$ cat config.mk
export PLATFORM = sky130hd
export DESIGN_NAME = riscv_gdb_rsp_rx
export DESIGN_NICKNAME = d
export VERILOG_FILES = /design/src/rtl/riscv_gdb_rsp_rx.sv
export SDC_FILE = /design/constraint.sdc
export NUM_CORES = 2
export LEC_CHECK = 0
export ABC_AREA = 1
export BUFFER_PORTS_ARGS = -buffer_cell sky130_fd_sc_hd__clkbuf_2
export CORE_MARGIN = 2
export CORE_UTILIZATION = 25
export CTS_CLUSTER_SIZE = 8
export DETAILED_ROUTE_END_ITERATION = 10
export SETUP_SLACK_MARGIN = 0.3
export SLEW_MARGIN = 0
export SYNTH_ARGS = -nofsm -noshare
export SYNTH_HDL_FRONTEND = slang
export SYNTH_SLANG_ARGS = --single-unit
$ cat constraint.sdc
create_clock -name clk -period 35.8 [get_ports clk]
set_clock_uncertainty 0.1 [all_clocks]
set_input_delay 7.16 -clock clk [delete_from_list [all_inputs] [get_ports clk]]
set_output_delay 7.16 -clock clk [all_outputs]
set_load 0.1 [all_outputs]
$ cat src/rtl/riscv_gdb_rsp_rx.sv
// GDB Remote Serial Protocol receive engine: deframes $payload#cs, checks the mod-256 sum,
// un-escapes into a payload buffer and replies +/-. Define RISCV_GDB_RSP_RLE_EN for '*' run-length expansion.
module riscv_gdb_rsp_rx #(
    parameter int BUF_DEPTH = 512,
    parameter int AW        = $clog2(BUF_DEPTH),
    parameter int LW        = $clog2(BUF_DEPTH + 1)
) (
    input  logic          clk,
    input  logic          rst,
    input  logic          rx_vld,
    input  logic [7:0]    rx_dat,
    output logic          rx_rdy,
    output logic          tx_vld,
    output logic [7:0]    tx_dat,
    input  logic          tx_rdy,
    input  logic          noack,
    output logic          pkt_vld,
    input  logic          pkt_rdy,
    output logic [7:0]    pkt_cmd,
    output logic [LW-1:0] pkt_len,
    input  logic [AW-1:0] buf_adr,
    output logic [7:0]    buf_dat,
    output logic          brk,
    output logic          ack_rcv,
    output logic          nak_rcv,
    output logic          err_chk,
    output logic          err_ovf
);

    typedef enum logic [2:0] {
        IDLE, DATA, ESC, CS_HI, CS_LO, ACK, HOLD
`ifdef RISCV_GDB_RSP_RLE_EN
        , RLE
`endif
    } state_t;

    localparam logic [LW-1:0] DEPTH_L = LW'(BUF_DEPTH);

    // {valid, nibble} for an ASCII hex digit
    function automatic logic [4:0] hex_nib(input logic [7:0] c);
        logic [4:0] r;
        r = 5'd0;
        if (c >= 8'h30 && c <= 8'h39)
            r = {1'b1, c[3:0]};
        else if ((c >= 8'h61 && c <= 8'h66) || (c >= 8'h41 && c <= 8'h46))
            r = {1'b1, c[3:0] + 4'd9};
        return r;
    endfunction

    state_t        state_q, state_d;
    logic [7:0]    sum_q, sum_d;
    logic [LW-1:0] len_q, len_d;
    logic          ovf_q, ovf_d;
    logic          bad_q, bad_d;
    logic [3:0]    cs_hi_q, cs_hi_d;
    logic          good_q, good_d;
    logic [7:0]    tx_dat_q, tx_dat_d;
    logic [7:0]    cmd_q, cmd_d;
    logic [7:0]    buf_dat_q, buf_dat_d;
    logic          brk_q, brk_d;
    logic          ack_rcv_q, ack_rcv_d;
    logic          nak_rcv_q, nak_rcv_d;
    logic          err_chk_q, err_chk_d;
    logic          err_ovf_q, err_ovf_d;
    logic [7:0]    mem_q [BUF_DEPTH];
`ifdef RISCV_GDB_RSP_RLE_EN
    logic [7:0]    last_q, last_d;
    logic [7:0]    rpt_q, rpt_d;
    logic          star_q, star_d;
    logic          rle_err_q, rle_err_d;
`endif

    logic       rx_acc;
    logic       restart;
    logic       st_en;
    logic [7:0] st_dat;
    logic       wr_en;
    logic [4:0] nib;
    logic       chk_bad;
    logic       pkt_good;

    assign rx_rdy  = (state_q == IDLE) || (state_q == DATA) || (state_q == ESC) ||
                     (state_q == CS_HI) || (state_q == CS_LO);
    assign rx_acc  = rx_vld & rx_rdy;
    assign tx_vld  = (state_q == ACK);
    assign tx_dat  = tx_dat_q;
    assign pkt_vld = (state_q == HOLD);
    assign pkt_cmd = cmd_q;
    assign pkt_len = len_q;
    assign buf_dat = buf_dat_q;
    assign brk     = brk_q;
    assign ack_rcv = ack_rcv_q;
    assign nak_rcv = nak_rcv_q;
    assign err_chk = err_chk_q;
    assign err_ovf = err_ovf_q;

    always_comb begin
        state_d   = state_q;
        sum_d     = sum_q;
        len_d     = len_q;
        ovf_d     = ovf_q;
        bad_d     = bad_q;
        cs_hi_d   = cs_hi_q;
        good_d    = good_q;
        tx_dat_d  = tx_dat_q;
        cmd_d     = cmd_q;
        brk_d     = 1'b0;
        ack_rcv_d = 1'b0;
        nak_rcv_d = 1'b0;
        err_chk_d = 1'b0;
        err_ovf_d = 1'b0;
        restart   = 1'b0;
        st_en     = 1'b0;
        st_dat    = rx_dat;
        wr_en     = 1'b0;
        nib       = hex_nib(rx_dat);
        chk_bad   = 1'b0;
        pkt_good  = 1'b0;
        buf_dat_d = mem_q[buf_adr];
`ifdef RISCV_GDB_RSP_RLE_EN
        last_d    = last_q;
        rpt_d     = rpt_q;
        star_d    = star_q;
        rle_err_d = rle_err_q;
`endif
        case (state_q)
            IDLE: if (rx_acc) begin
                case (rx_dat)
                    8'h24:   restart   = 1'b1;
                    8'h03:   brk_d     = 1'b1;
                    8'h2B:   ack_rcv_d = 1'b1;
                    8'h2D:   nak_rcv_d = 1'b1;
                    default: ;
                endcase
            end
            DATA: if (rx_acc) begin
                if (rx_dat == 8'h24)
                    restart = 1'b1;
`ifdef RISCV_GDB_RSP_RLE_EN
                else if (star_q) begin
                    // count byte: repeat the last stored byte (n-29) times
                    sum_d  = sum_q + rx_dat;
                    star_d = 1'b0;
                    if (rx_dat < 8'h20 || len_q == '0)
                        rle_err_d = 1'b1;
                    else begin
                        rpt_d   = rx_dat - 8'd29;
                        state_d = RLE;
                    end
                end
`endif
                else if (rx_dat == 8'h23)
                    state_d = CS_HI;
                else if (rx_dat == 8'h7D) begin
                    sum_d   = sum_q + rx_dat;
                    state_d = ESC;
                end
`ifdef RISCV_GDB_RSP_RLE_EN
                else if (rx_dat == 8'h2A) begin
                    sum_d  = sum_q + rx_dat;
                    star_d = 1'b1;
                end
`endif
                else begin
                    sum_d = sum_q + rx_dat;
                    st_en = 1'b1;
                end
            end
            ESC: if (rx_acc) begin
                sum_d   = sum_q + rx_dat;
                st_en   = 1'b1;
                st_dat  = rx_dat ^ 8'h20;
                state_d = DATA;
            end
            CS_HI: if (rx_acc) begin
                cs_hi_d = nib[3:0];
                bad_d   = bad_q | ~nib[4];
                state_d = CS_LO;
            end
            CS_LO: if (rx_acc) begin
                chk_bad = bad_q | ~nib[4] | ({cs_hi_q, nib[3:0]} != sum_q);
`ifdef RISCV_GDB_RSP_RLE_EN
                chk_bad = chk_bad | rle_err_q | star_q;
`endif
                pkt_good  = ~ovf_q & ~chk_bad;
                err_ovf_d = ovf_q;
                err_chk_d = ~ovf_q & chk_bad;
                good_d    = pkt_good;
                tx_dat_d  = pkt_good ? 8'h2B : 8'h2D;
                if (noack)
                    state_d = pkt_good ? HOLD : IDLE;
                else
                    state_d = ACK;
            end
            ACK:  if (tx_rdy)  state_d = good_q ? HOLD : IDLE;
            HOLD: if (pkt_rdy) state_d = IDLE;
`ifdef RISCV_GDB_RSP_RLE_EN
            RLE: begin
                st_en  = 1'b1;
                st_dat = last_q;
                rpt_d  = rpt_q - 8'd1;
                if (rpt_q == 8'd1)
                    state_d = DATA;
            end
`endif
            default: state_d = IDLE;
        endcase

        if (restart) begin
            state_d = DATA;
            sum_d   = 8'h00;
            len_d   = '0;
            ovf_d   = 1'b0;
            bad_d   = 1'b0;
            cmd_d   = 8'h00;
`ifdef RISCV_GDB_RSP_RLE_EN
            star_d    = 1'b0;
            rle_err_d = 1'b0;
`endif
        end

        // length saturates at BUF_DEPTH; bytes beyond it only raise the overflow flag
        if (st_en) begin
            if (len_q < DEPTH_L) begin
                wr_en = 1'b1;
                len_d = len_q + 1'b1;
                if (len_q == '0)
                    cmd_d = st_dat;
            end else
                ovf_d = 1'b1;
`ifdef RISCV_GDB_RSP_RLE_EN
            last_d = st_dat;
`endif
        end
    end

    always_ff @(posedge clk) begin
        if (rst) begin
            state_q   <= IDLE;
            sum_q     <= 8'h00;
            len_q     <= '0;
            ovf_q     <= 1'b0;
            bad_q     <= 1'b0;
            cs_hi_q   <= 4'h0;
            good_q    <= 1'b0;
            tx_dat_q  <= 8'h00;
            cmd_q     <= 8'h00;
            buf_dat_q <= 8'h00;
            brk_q     <= 1'b0;
            ack_rcv_q <= 1'b0;
            nak_rcv_q <= 1'b0;
            err_chk_q <= 1'b0;
            err_ovf_q <= 1'b0;
`ifdef RISCV_GDB_RSP_RLE_EN
            last_q    <= 8'h00;
            rpt_q     <= 8'h00;
            star_q    <= 1'b0;
            rle_err_q <= 1'b0;
`endif
        end else begin
            state_q   <= state_d;
            sum_q     <= sum_d;
            len_q     <= len_d;
            ovf_q     <= ovf_d;
            bad_q     <= bad_d;
            cs_hi_q   <= cs_hi_d;
            good_q    <= good_d;
            tx_dat_q  <= tx_dat_d;
            cmd_q     <= cmd_d;
            buf_dat_q <= buf_dat_d;
            brk_q     <= brk_d;
            ack_rcv_q <= ack_rcv_d;
            nak_rcv_q <= nak_rcv_d;
            err_chk_q <= err_chk_d;
            err_ovf_q <= err_ovf_d;
`ifdef RISCV_GDB_RSP_RLE_EN
            last_q    <= last_d;
            rpt_q     <= rpt_d;
            star_q    <= star_d;
            rle_err_q <= rle_err_d;
`endif
        end
    end

    always_ff @(posedge clk) begin
        if (wr_en)
            mem_q[len_q[AW-1:0]] <= st_dat;
    end

endmodule

* Word-level counts from Yosys, hierarchy flattened *
Memories as Yosys holds them, arrays and structs flattened. A register that Yosys moved wholly into a read port is not among the register bits.
Cells that the tools add are included.

storage, ports and cells
  logic and storage cells = 139
  register bits after elaboration = 49
  memories kept = 1
  output and inout bits = 42
  memory bits (writable) = 4096
  input port bits = 23

cells by class
  add/subtract/negate cells = 3
  bitwise operators = 12
  equality and inequality tests = 31
  order comparisons = 7
  reductions and logical operators = 20
  muxes and demuxes = 50

memory list
  memory  depth  width  read ports  clocked after memory_dff  write ports  RTL line  text
  mem_q   512    8      1           1                         1            65        logic [7:0] mem_q [BUF_DEPTH];

operators by type and width
  operator                                             number
  two-way mux 8 bit                                    8
  two-way mux 3 bit                                    13
  == test 8 x 6 -> 1 bit, second input constant        4
  two-way mux 10 bit                                   3
  case mux 3 bit (7 select lines)                      1
  two-way mux 1 bit                                    19
  AND reduction 9 bit                                  2
  >= comparator 8 x 7 -> 1 bit, second input constant  2
  <= comparator 8 x 7 -> 1 bit, second input constant  2
  case mux 8 bit (2 select lines)                      1
  != test 3 bit, second input constant                 5
  != test 2 bit, second input constant                 7
  two-way mux 6 bit                                    2
  adder 10 x 1 -> 10 bit, second input constant        1
  zero test 10 bit                                     1
  less-than comparator 10 bit, second input constant   1
  two-way mux 5 bit                                    2
  == test 3 bit, second input constant                 3
  != test 3 x 1 -> 1 bit, second input constant        3
  adder 8 bit                                          1
  == test 8 x 2 -> 1 bit, second input constant        1
  == test 8 x 7 -> 1 bit, second input constant        1
  >= comparator 8 x 6 -> 1 bit, second input constant  1
  <= comparator 8 x 6 -> 1 bit, second input constant  1
  18 further kinds                                     38

* Logic depth before layout (Yosys ltp) *
  depth in word-level cells = 15
  mapped depth = 18
  mapped depth without buffers = 16

* Worst setup path before layout *
Ideal clock, no wire load.

  path kind = input -> register
  start point = in rx_vld
  end point = mem mem_q[0][5], data pin
  buffers on the path = 0
  arrival time = 20405 ps
  slack = 12441 ps
  data required time = 32846 ps
  cell stages on the path = 2
  cell sequence = nand2_1 xor2_1

on the way
  word-level cells in the longest chain between the ends = 3

ends and longest elaborated chain
  what               RTL line  text
  start, declared    10        input logic rx_vld,
  bitwise AND 1 bit  84        assign rx_acc = rx_vld & rx_rdy;
  two-way mux 6 bit  169       ESC: if (rx_acc) begin
  two-way mux 6 bit  126       case (state_q)
  via st_dat[5]      76        logic [7:0] st_dat;
  end, declared      65

The timed path passes the listed nets, and every way through them passes these cells.

==> run summary <==
The flow ran to the end, but the final reports show violations. The final reports fail on slew limit. The critical path arrival is about 13 ns. With fillers left out, the area of the finished cells amounts to approximately 190000 µm².

In this run the count of I/O pins placed on the die edge is 65. The cell-internal power came out at 8.44 mW. The buffer cell driving the clock tree root is clkbuf_16. In the final timing run, aggregate negative setup slack is 0 ns. The first-pass iteration count of the detailed router came out at 8. The count of final max-slew check failures is 19.

The row count is around 300. The post-detailed-routing wire length is between 400000 and 500000 µm. TritonCTS created slightly below 600 clock buffers. The clock network accounts for 45.6% of the total power. The final critical path takes up between 30% and 40% of the cycle. After clock tree synthesis, the setup repair step added 0 buffers. The synthesis-to-finish area growth came out at 14.5%.

The routed via count divided by cell count came out at roughly 4.8. Synthesis produced a netlist whose cell count is approximately 14000. Entering global routing, the biggest net connects 262 pins.

The total of warnings raised by yosys is 0. The clock transition at the register clock pins on the worst setup and hold paths after CTS came out at approximately 0.05 ns. The last weighted congestion value of the routability-driven placer came out at 0.834. The count of endpoints failing hold in the final timing report came out at 0. After clock tree synthesis, the repair step resized 0 gates. The number of remaining DRC errors is 0. The initial antenna violation count came out at 23. Of the total power, the share spent switching nets is between 20% and 30%. The number of DRC violations after detailed-routing iteration 0 came out at between 10000 and 15000. The residual antenna-violating net count after detailed routing came out at 0.

The area of the mapped netlist is ~170000 µm². The aggregate global-route resource usage came out at between 10% and 20%. The switching power summed over all nets is about 2.5 mW. The count of cells in the finished layout, fillers not included, comes to 23159. The distinct cell type count of the synthesized netlist came out at 44. The number of vias after detailed routing came out at between 100k and 150k. The number of nets in the layout is between 10000 and 15000. The worst setup path is captured at a flip-flop. The total power per unit cell area is ~56 nW/µm².

The total overflow reported by the global router is 0. The total instance count after detailed placement came out at between 20000 and 25000. The number of failing setup endpoints in the final timing report is 0.

The TritonCTS clock tree is yes. For this run, the register share of the synthesized area comes to 73.4%. The core area is 673000 µm². The detailed-route wire length per cell is roughly 21 µm. The combinational fraction of design power is 5.3%. The clock net in this run drives a total of between 4000 and 5000 sinks.

The floorplan die height is 826 µm. The slew at the pin closest to its max-slew limit is 1.50 ns. The overall die area is about 700000 µm².

The required time of the worst setup path came out at about 37 ns. The leakage power figure is between 60 and 70 nW. The H-tree generated during clock tree synthesis spans 6 levels.

The first-pass GRT wire length came out at between 700000 and 800000 µm. STA classifies the critical path startpoint as an input port. The average footprint of a synthesized cell came out at about 12 µm². The power share of the sequential group is ~49%. The number of buffers between clock root and the deepest sink is 4. The number of maximum-capacitance constraint violations came out at 0.

Derived from the worst setup path, the maximum achievable clock frequency is roughly 83 MHz. During placement, the flow inserted port buffers numbering around 60. The width of the chip is roughly 830 µm. The critical path is of the input port to flip-flop type.

Setup repair after global routing left no endpoint under its margin. The total half-perimeter wirelength after legalization and detailed placement is approximately 270000 µm. In the final layout, the share of cells above drive strength 1 is 6.66%. The final core utilization is approximately 29%.

The initial core utilization came out at between 20% and 30%. Counting flops and latches in the post-synthesis netlist gives approximately 4100. The post-route minimum period came out at between 10 and 15 ns. The via count of the first global-routing pass came out at approximately 110k. Of all nets on the critical path, the largest fanout is 101. The number of buffers inserted by hold repair at cts is 0. Measured against its own limit, the worst slew margin works out to -0.292%. The peak ir drop on the vdd network is roughly 0.052 mV. After detailed placement, the total cell area comes to around 180000 µm².

In this run the worst hold path is classified as flip-flop to flip-flop. The clock latency on the worst-skew pair came out at between 1 and 1.5 ns.
-- cells in the final DEF, fill, tap and decap left out, drive strengths merged, types with 13 or more instances in the layout --
master  Yosys  final
clkbuf    277    685
nor2      615    615
nand2    4125   4125
edfxtp   4096   4096
ha         15     15
o22ai      24     24
nor3       13     13
dfxtp      51     51
nand3    3970   3970
clkinv      2     33
buf       723    204
o21ai     113    113
a21oi      85     85
inv       133    153
-- area by class of cell --
type / count / area, µm²
clock buffers: 637 / 15100
multi-input cells: 8995 / 39600
fillers: 68139 / 479000
flip-flops and latches: 4147 / 124000
diodes: 3 / 7.51
inverters: 135 / 552
repair buffers: 252 / 2050
clock inverters: 52 / 841
well taps: 8938 / 11200
-- layer usage --
layer	global-route usage, %	part of all wire, %	vias up
met5	0	0.018	-
met4	4.71	3.5	16
met3	2.37	9.0	922
met2	21.6	46	5349
met1	19.1	42	55163
li1	-	-	50217
-- logic make-up (layout without fill, tap and decap cells) --
kind of cell             Yosys count  count (layout)  synth area share [%]
AND/OR/NAND/NOR                 8730            8730                  22.4
other                              1               6               0.00222
flip-flops                      4147            4147                  73.4
XOR/XNOR                           8               8                0.0415
AO/OA/AOI/OAI                    238             238                 0.752
adder cells (fa/ha/maj)           16              16                 0.123
buffers and inverters           1135            1076                  3.28
-- worst max-delay path, stage by stage --
cell and delay, ns:
buf_12 0.29, buf_4 0.74, buf_4 0.70, buf_4 0.71
buf_4 0.82, buf_4 0.63, nand2_1 0.12, nand3_1 0.11
nand3_1 0.10, nand3_1 0.12, nand3_1 0.18, nand3_1 0.18
nand3_1 0.11, nand2_1 0.16, nand2_1 0.10, nand3_1 0.13
nand2_1 0.07, nor2_1 0.14
-- flip-flops by register name (all words and copies together), names as in the netlist --
signal and flops:
brk 1, nak_rcv 1, bad_q 1, cs_hi_q 4, tx_dat 3, buf_dat 8
ovf_q 1, ack_rcv 1, err_ovf 1, pkt_cmd 8, pkt_len 10, err_chk 1
sum_q 8, state_q 3, mem_q 4096
-- power by group through the flow --
stage | Sequential, mW | Combinational [mW] | Clock (mW)
after floorplan | 5.45 | 0.322 | 0
after global placement | 5.44 | 0.571 | 0
after detailed placement | 5.44 | 0.575 | 0
after CTS | 5.35 | 0.576 | 5.02
after global routing | 5.34 | 0.625 | 5.21
final | 5.35 | 0.579 | 4.97
-- stage by stage --
step                      worst slack [ns]  power (mW)  hold WS (ns)
after floorplan                      12.44        5.77         0.332
after global placement               22.82        6.01         0.343
after detailed placement             22.92        6.01         0.346
after CTS                            23.98        10.9         0.353
after global routing                 23.48        11.2         0.379
final                                23.78        10.9         0.352
-- synthesized netlist by cell type (all sizes together) --
master	count	share of area (%)
nand2	4125	9.2
edfxtp	4096	73
nand3	3970	12
buf	723	2.4
nor2	615	1.4
clkbuf	277	0.62
inv	133	0.30
o21ai	113	0.33
a21oi	85	0.25
dfxtp	51	0.60
o22ai	24	0.089
ha	15	0.11
nor3	13	0.041
a211oi	6	0.027
xor2	6	0.031
nand4	3	0.011
nor4	3	0.011
clkinv	2	0.0044
o211ai	2	0.0089
o32ai	2	0.010
xnor2	2	0.010
a311oi	1	0.0052
a31oi	1	0.0037
conb	1	0.0022
fa	1	0.012
nand3b	1	0.0044
o2111ai	1	0.0052
o211a	1	0.0059
o221ai	1	0.0052
o311ai	1	0.0052
-- worst paths after layout --
check	startpoint	end	slack, ns	cells after the start
hold reg to reg	bad_q	bad_q	0.35	2
setup reg to reg	state_q[1]	mem_q[152][3]	31.23	11
setup / recovery	buf_adr[0]	buf_dat[6]	23.78	18
hold / removal	bad_q	bad_q	0.35	2
Note: power is estimated with default switching activity, not from simulation.
